`src/rtl/leading_zero_pipe.sv`:
```
// Two-stage leading-zero counter that turns an adder result into a
// normalisation shift amount and direction for the downstream shifter.
// Stage 1 splits the (1-padded) significand into byte groups and records a
// per-group zero flag and local leading-zero count; stage 2 picks the first
// non-zero group and forms the final count.
module leading_zero_pipe #(
  parameter int unsigned SWR = 26,
  parameter int unsigned EWR = 5
) (
  input  logic           clk,
  input  logic           rst,
  input  logic           load_i,
  input  logic [SWR-1:0] Data_i,
  input  logic           Add_overflow_i,
  output logic [EWR-1:0] Shift_Value_o,
  output logic           FSM_left_right_o,
  output logic           Zero_flag_o,
  output logic           load_o
);

  localparam int unsigned NumGroups = (SWR + 7) / 8;
  localparam int unsigned PadW      = NumGroups * 8;

  // Leading zeros of an 8-bit group; only meaningful for a non-zero group.
  function automatic logic [2:0] lzc8(input logic [7:0] v);
    logic [2:0] r;
    r = 3'd0;
    for (int b = 0; b < 8; b++) begin
      if (v[b]) r = 3'(7 - b);
    end
    return r;
  endfunction

  logic [PadW-1:0]                padded;
  logic [PadW-1:0]                data_mask;
  logic [NumGroups-1:0]           grp_zero_d;
  logic [NumGroups-1:0][2:0]      grp_lzc_d;

  logic                           v1_q;
  logic                           ovf_q;
  logic [NumGroups-1:0]           grp_zero_q;
  logic [NumGroups-1:0][2:0]      grp_lzc_q;

  logic                           found_s2;
  logic [EWR-1:0]                 cnt_s2;
  logic [EWR-1:0]                 shift_d, shift_q;
  logic                           dir_d, dir_q;
  logic                           zero_d, zero_q;
  logic                           v2_q;

  // Pad the LSB end with 1s so the lowest group's count stops at the pad;
  // zero flags look at real data bits only, so pad never reads as data.
  always_comb begin
    padded                   = '1;
    padded[PadW-1 -: SWR]    = Data_i;
    data_mask                = '0;
    data_mask[PadW-1 -: SWR] = '1;
    grp_zero_d               = '0;
    grp_lzc_d                = '0;
    for (int g = 0; g < NumGroups; g++) begin
      grp_zero_d[g] = ~|(padded[PadW-1-8*g -: 8] & data_mask[PadW-1-8*g -: 8]);
      grp_lzc_d[g]  = lzc8(padded[PadW-1-8*g -: 8]);
    end
  end

  // Stage 1: valid follows load_i every cycle, data only on load.
  always_ff @(posedge clk or negedge rst) begin
    if (!rst) begin
      v1_q       <= 1'b0;
      ovf_q      <= 1'b0;
      grp_zero_q <= '0;
      grp_lzc_q  <= '0;
    end else begin
      v1_q <= load_i;
      if (load_i) begin
        ovf_q      <= Add_overflow_i;
        grp_zero_q <= grp_zero_d;
        grp_lzc_q  <= grp_lzc_d;
      end
    end
  end

  // First non-zero group from the MSB end gives 8*g + local count.
  always_comb begin
    found_s2 = 1'b0;
    cnt_s2   = '0;
    for (int g = 0; g < NumGroups; g++) begin
      if (!found_s2 && !grp_zero_q[g]) begin
        found_s2 = 1'b1;
        cnt_s2   = EWR'(8 * g) + EWR'(grp_lzc_q[g]);
      end
    end
  end

  // Output selection: overflow beats zero beats normal left shift.
  always_comb begin
    shift_d = cnt_s2;
    dir_d   = 1'b1;
    zero_d  = 1'b0;
    if (ovf_q) begin
      shift_d = EWR'(1);
      dir_d   = 1'b0;
    end else if (!found_s2) begin
      shift_d = '0;
      zero_d  = 1'b1;
    end
  end

  // Stage 2: outputs update only on a stage-1 valid, otherwise hold.
  always_ff @(posedge clk or negedge rst) begin
    if (!rst) begin
      v2_q    <= 1'b0;
      shift_q <= '0;
      dir_q   <= 1'b0;
      zero_q  <= 1'b0;
    end else begin
      v2_q <= v1_q;
      if (v1_q) begin
        shift_q <= shift_d;
        dir_q   <= dir_d;
        zero_q  <= zero_d;
      end
    end
  end

  assign Shift_Value_o    = shift_q;
  assign FSM_left_right_o = dir_q;
  assign Zero_flag_o      = zero_q;
  assign load_o           = v2_q;

endmodule
```
`config.mk`:
```
export PLATFORM = sky130hd
export DESIGN_NAME = leading_zero_pipe
export DESIGN_NICKNAME = d
export VERILOG_FILES = /design/src/rtl/leading_zero_pipe.sv
export SDC_FILE = /design/constraint.sdc
export NUM_CORES = 1
export LEC_CHECK = 0
export ABC_AREA = 1
export CAP_MARGIN = 20
export CORE_MARGIN = 5
export CORE_UTILIZATION = 49
export DETAILED_ROUTE_END_ITERATION = 10
export PLACE_DENSITY = 0.93
export REMOVE_ABC_BUFFERS = 1
export SYNTH_ARGS = -nofsm -noshare
export SYNTH_HDL_FRONTEND = slang
export SYNTH_SLANG_ARGS = --single-unit
```
`constraint.sdc`:
```
create_clock -name clk -period 2.1 [get_ports clk]
set_clock_uncertainty 0.15 [all_clocks]
set_input_delay 0.42 -clock clk [delete_from_list [all_inputs] [get_ports clk]]
set_output_delay 0.42 -clock clk [all_outputs]
set_load 0.03 [all_outputs]
```
======== Word-level counts from Yosys, hierarchy flattened ========
Index checks and enable logic that the tools add are counted.
storage, ports and cells
  flip-flop bits (word level) ............. 26
  output and inout bits ................... 8
  word-level logic and storage cells ...... 69
operators by class
  add/subtract/negate cells ............... 3
  multiplexer cells ....................... 39
  reduce and logical (&&, ||, !) cells .... 16
operators with widths
  kind                   count
  $mux W3                26
  $mux W5                5
  $reduce_or A8 Y1       3
  $logic_not A1 Y1       9
  $mux W1                7
  $add A4 B3 Y5 const A  1
  $add A4 B4 Y5 const A  1
  $add A5 B3 Y5 const A  1
  $logic_and A1 B1 Y1    3
  $mux W2                1
  $reduce_or A2 Y1       1

======== Longest topological paths before layout ========
Gate-level depths: netlist of the first run.
  word-level depth ........................ 11
  mapped depth ............................ 9
  gate-level depth less buffers ........... 9

======== Least setup slack after synthesis of the first run ========
No wires, ideal clock.
  path kind ............................... input to register
  from .................................... in Data_i[19]
  to ...................................... reg grp_lzc_q[2] (netlist bit)
  arrival time ............................ 981 ps
  required time ........................... 1816 ps
  setup slack ............................. 835 ps
  stages on the path ...................... 3
  path through ............................ or2_2 > nor3_1 > o22ai_1
between the ends
  longest elaborated chain between the ends .. 7
RTL lines
  element                 RTL line  source
  start: declaration      13        input logic [SWR-1:0] Data_i,
  $mux W3 (7 in a row)    29        if (v[b]) r = 3'(7 - b);
  end signal: assignment  78        grp_lzc_q <= grp_lzc_d;
  end: declaration        42        logic [NumGroups-1:0][2:0] grp_lzc_q;
Every way passes these cells.
A chain may end at the register's enable or synchronous reset.

======== Worst setup path in the final report of the first run ========
  from .................................... reg zero_q, in the netlist Zero_flag_o
  to ...................................... out Zero_flag_o
RTL lines
  element                   RTL line  source
  start: declaration        48        logic zero_d, zero_q;
  start signal: assignment  121       zero_q <= zero_d;
  end: declaration          17        output logic Zero_flag_o,
No word-level cell between the ends.

==> results of run 1 <==
cells by family after synthesis:
family,Yosys count
buffers and inverters,38
AOI/OAI and AO/OA,26
DFF,24
and+or+nand+nor,82
per-stage QoR:
stage	area (sq um)	hold slack [ns]
2_1_floorplan	1236	-0.02559
3_3_place_gp	1659	0.2322
3_5_place_dp	1659	0.2527
4_1_cts	1712	0.2861
5_1_grt	1712	0.2984
6_report	1712	0.2836
power by group:
group / leakage (nW) / internal [mW] / switching [mW] / total [mW]
Sequential: 0.314 / 0.488 / 0.0137 / 0.501
Combinational: 0.531 / 0.0933 / 0.0885 / 0.182
Clock: 0.0279 / 0.193 / 0.137 / 0.330
worst max path at each step:
stage | start | end | slack, ns | depth (start not counted)
after floorplan | Data_i[19] | grp_lzc_q[2] | 0.83 | 3
after global placement | Data_i[19] | grp_lzc_q[2] | 0.36 | 4
after detailed placement | Data_i[19] | grp_lzc_q[2] | 0.32 | 4
after CTS | Shift_Value_o[2] | Shift_Value_o[2] | 0.16 | 1
after global routing | Zero_flag_o | Zero_flag_o | 0.12 | 1
final | Zero_flag_o | Zero_flag_o | 0.16 | 1
synth_stat cells:
cell type / instances / area share [%]
nand2_1: 61 / 18
inv_1: 35 / 11
dfrtp_1: 24 / 48
o21ai_0: 11 / 4.4
nor2_1: 7 / 2.1
o22ai_1: 7 / 3.5
nand3_1: 4 / 1.6
a21oi_1: 3 / 1.2
a31oi_1: 3 / 1.5
nor3_1: 3 / 1.2
or2_2: 3 / 1.5
nor2_4: 2 / 1.8
a21oi_2: 1 / 0.70
a32o_1: 1 / 0.80
buf_6: 1 / 0.90
clkbuf_1: 1 / 0.30
inv_2: 1 / 0.30
nand2_4: 1 / 0.90
nor2_2: 1 / 0.50
flip-flops by register name, indices dropped and copies added, names as in the netlist:
| register | flops |
|---|---|
| FSM_left_right_o | 1 |
| Shift_Value_o | 5 |
| Zero_flag_o | 1 |
| grp_lzc_q | 10 |
| grp_zero_q | 4 |
| load_o | 1 |
| ovf_q | 1 |
| v1_q | 1 |
per-layer routing:
layer  vias up  track usage, %  routed length [um]
met5         -               0                   0
met4         0           5.882                  22
met3         4           3.191                 163
met2        36           25.93                1239
met1       512           16.98                1026
li1        604               -                   -
cell type report:
type / count / area share (%)
Timing Repair Buffer: 39 / 22.51
Inverter: 36 / 7.895
Clock buffer: 3 / 1.316
Tap cell: 30 / 2.193
Multi-Input combinational cell: 108 / 29.24
Clock inverter: 1 / 1.754
Sequential cell: 24 / 35.09
cells in the final DEF, fill, tap and decap left out, types with 4 or more instances in the layout:
cell type        synthesis  layout
nand2_1                 61      61
clkdlybuf4s50_1          0      37
inv_1                   35      35
dfrtp_1                 24      24
o21ai_0                 11      11
o22ai_1                  7       7
nor2_1                   7       7
nand3_1                  4       4
==> flow_summary.yaml, run 1 <==
status:
  outcome: "complete, no violations"
cells_and_area:
  fin_util_pct: 69.72
  fillCellCount: 200
  regArea_sq_um: 600.6
  fin_nets: 242
  diodes: 0
  multiInputGateArea_sq_um: 500.5
  fin_cells: 241
  drive_above_1_share_pct: 7.109
  area_delta_synth_final_pct: 36.80
worst_setup_path:
  r2r_setup_slack_ns: 0.80
  r2r_end: "Shift_Value_o[0]"
  crit_chain: "clkdlybuf4s50_1"
  path_delay_family: "buffers and inverters"
  crit_required_ns: 1.53
  path_class: "reg2out"
  end_kind: "primary output"
  crit_buf_inv: 1
  cp_data_arrival_time_ns: 1.37
  crit_fanout: 2
  timing.rr.start: "grp_zero_q[0]"
  critPathMaxStageDelay_ns: 0.67
  critPathSlowestCell: "clkdlybuf4s50_1"
  startpoint_type: "register"
  r2r.worst_path.cells: 6
place:
  dpl.hpwl_mm: 1.999
  routabilityCongestion: 0.8264
  pre_cts_ws_ns: 0.3248
  io_buffers: 37
  place_inst: 237
clock_network:
  clk_path_buf_depth: 2
  htree_num_levels: 1
  cts_buffers: 3
  clk_pin_slew_ns: 0.13
  cts_resized: 0
  postCtsSetupRepairBufs: 0
  ctsHoldBuffers: 0
  cts_sinks: 24
  cts_tree: "yes"
  clock-root-buffer: "clkbuf_4"
  clkLatencyLatePin_ns: 0.32
logic_synthesis:
  synthCells: 170
  synth_area_sq_um: 1251
  synth-xor-area-share_pct: 0
  synth_compound_area_share_pct: 12.10
  synthMuxAreaShare_pct: 0
  yosysUniqueCellTypes: 19
  synth_top_family_by_area: "simple AND/OR/NAND/NOR gates"
  ys_seq_elements: 24
  ys_warn_count: 0
  seq_area_frac_synth_pct: 48.00
  synth.avg_cell_area_sq_um: 7.360
  synth_fa_ha_area_share_pct: 0
  yosys.area_share.simple_pct: 27.90
global_route:
  grt_pass1_vias: 1020
  grt_pass1_wl_mm: 4.036
  grtUsageTotal_pct: 14.56
  grt_overflow_total: 0
  grt_max_degree: 25
  antenna_found_initial: 0
power:
  peakVddDrop_mv: 0.4418
  p_leak_nw: 0.8737
  total_power_mw: 1.013
  cellPowerDensity_nw_per_um2: 592.1
floorplan:
  num_rows: 18
  coreArea_sq_um: 2455
  io_pins: 38
  start_util_pct: 50.97
  die_x_um: 60.53
  dieArea_sq_um: 3664
  die_y_um: 60.53
sta:
  hold_viol: 0
  setup_viol_count_final: 0
  setup_slack_ns: 0.1598
  min_period_over_period_pct: 92.39
  max_freq_mhz: 515.4
  tns_ns: 0
  max_slew_margin_pct: 79.64
  tightest_slew_ns: 0.3044
  min_period_ns: 1.940
  slew_viol_final: 0
  grt_setup_unrepaired: "no"
route:
  ant_nets: 0
  num_vias: 1156
  routedWlPerCell_um: 10.17
  drc: 0
  drtPass1Iterations: 4
  drt_iter0_drc: 38
  viasPerCell: 4.797
  routed_wl_mm: 2.452
job:
  cap_violations: 0
hold_path:
  hp-class: "in2async"
(Power assumes the default switching activity.)
==> run 2: changes to the inputs <==
--- a/config.mk
+++ b/config.mk
@@ -12,6 +12,7 @@
 export DETAILED_ROUTE_END_ITERATION = 10
 export PLACE_DENSITY = 0.93
 export REMOVE_ABC_BUFFERS = 1
+export SKIP_CTS_REPAIR_TIMING = 1
 export SYNTH_ARGS = -nofsm -noshare
 export SYNTH_HDL_FRONTEND = slang
 export SYNTH_SLANG_ARGS = --single-unit
==> results of run 2 <==
The final DEF is identical to that of run 1; final timing and power are the same.
==> run 3: changes to the inputs <==
==> constraint.sdc (replaced) <==
create_clock -name clk -period 2.27 [get_ports clk]
set_clock_uncertainty 0.15 [all_clocks]
set_input_delay 0.454 -clock clk [delete_from_list [all_inputs] [get_ports clk]]
set_output_delay 0.454 -clock clk [all_outputs]
set_load 0.03 [all_outputs]
==> results of run 3 <==
Same layout as run 1 (identical final DEF). Status: complete, no violations.
Among the figures that moved: final weighted congestion in routability-driven placement 0.8264 -> 0.8265; setup slack after placement 0.3248 ns -> 0.4608 ns; setup slack after layout 0.1598 ns -> 0.2958 ns; register-to-register setup slack 0.80 ns -> 0.97 ns; total power 1.013 mW -> 0.9375 mW; worst IR drop on VDD 0.4418 mV -> 0.4087 mV
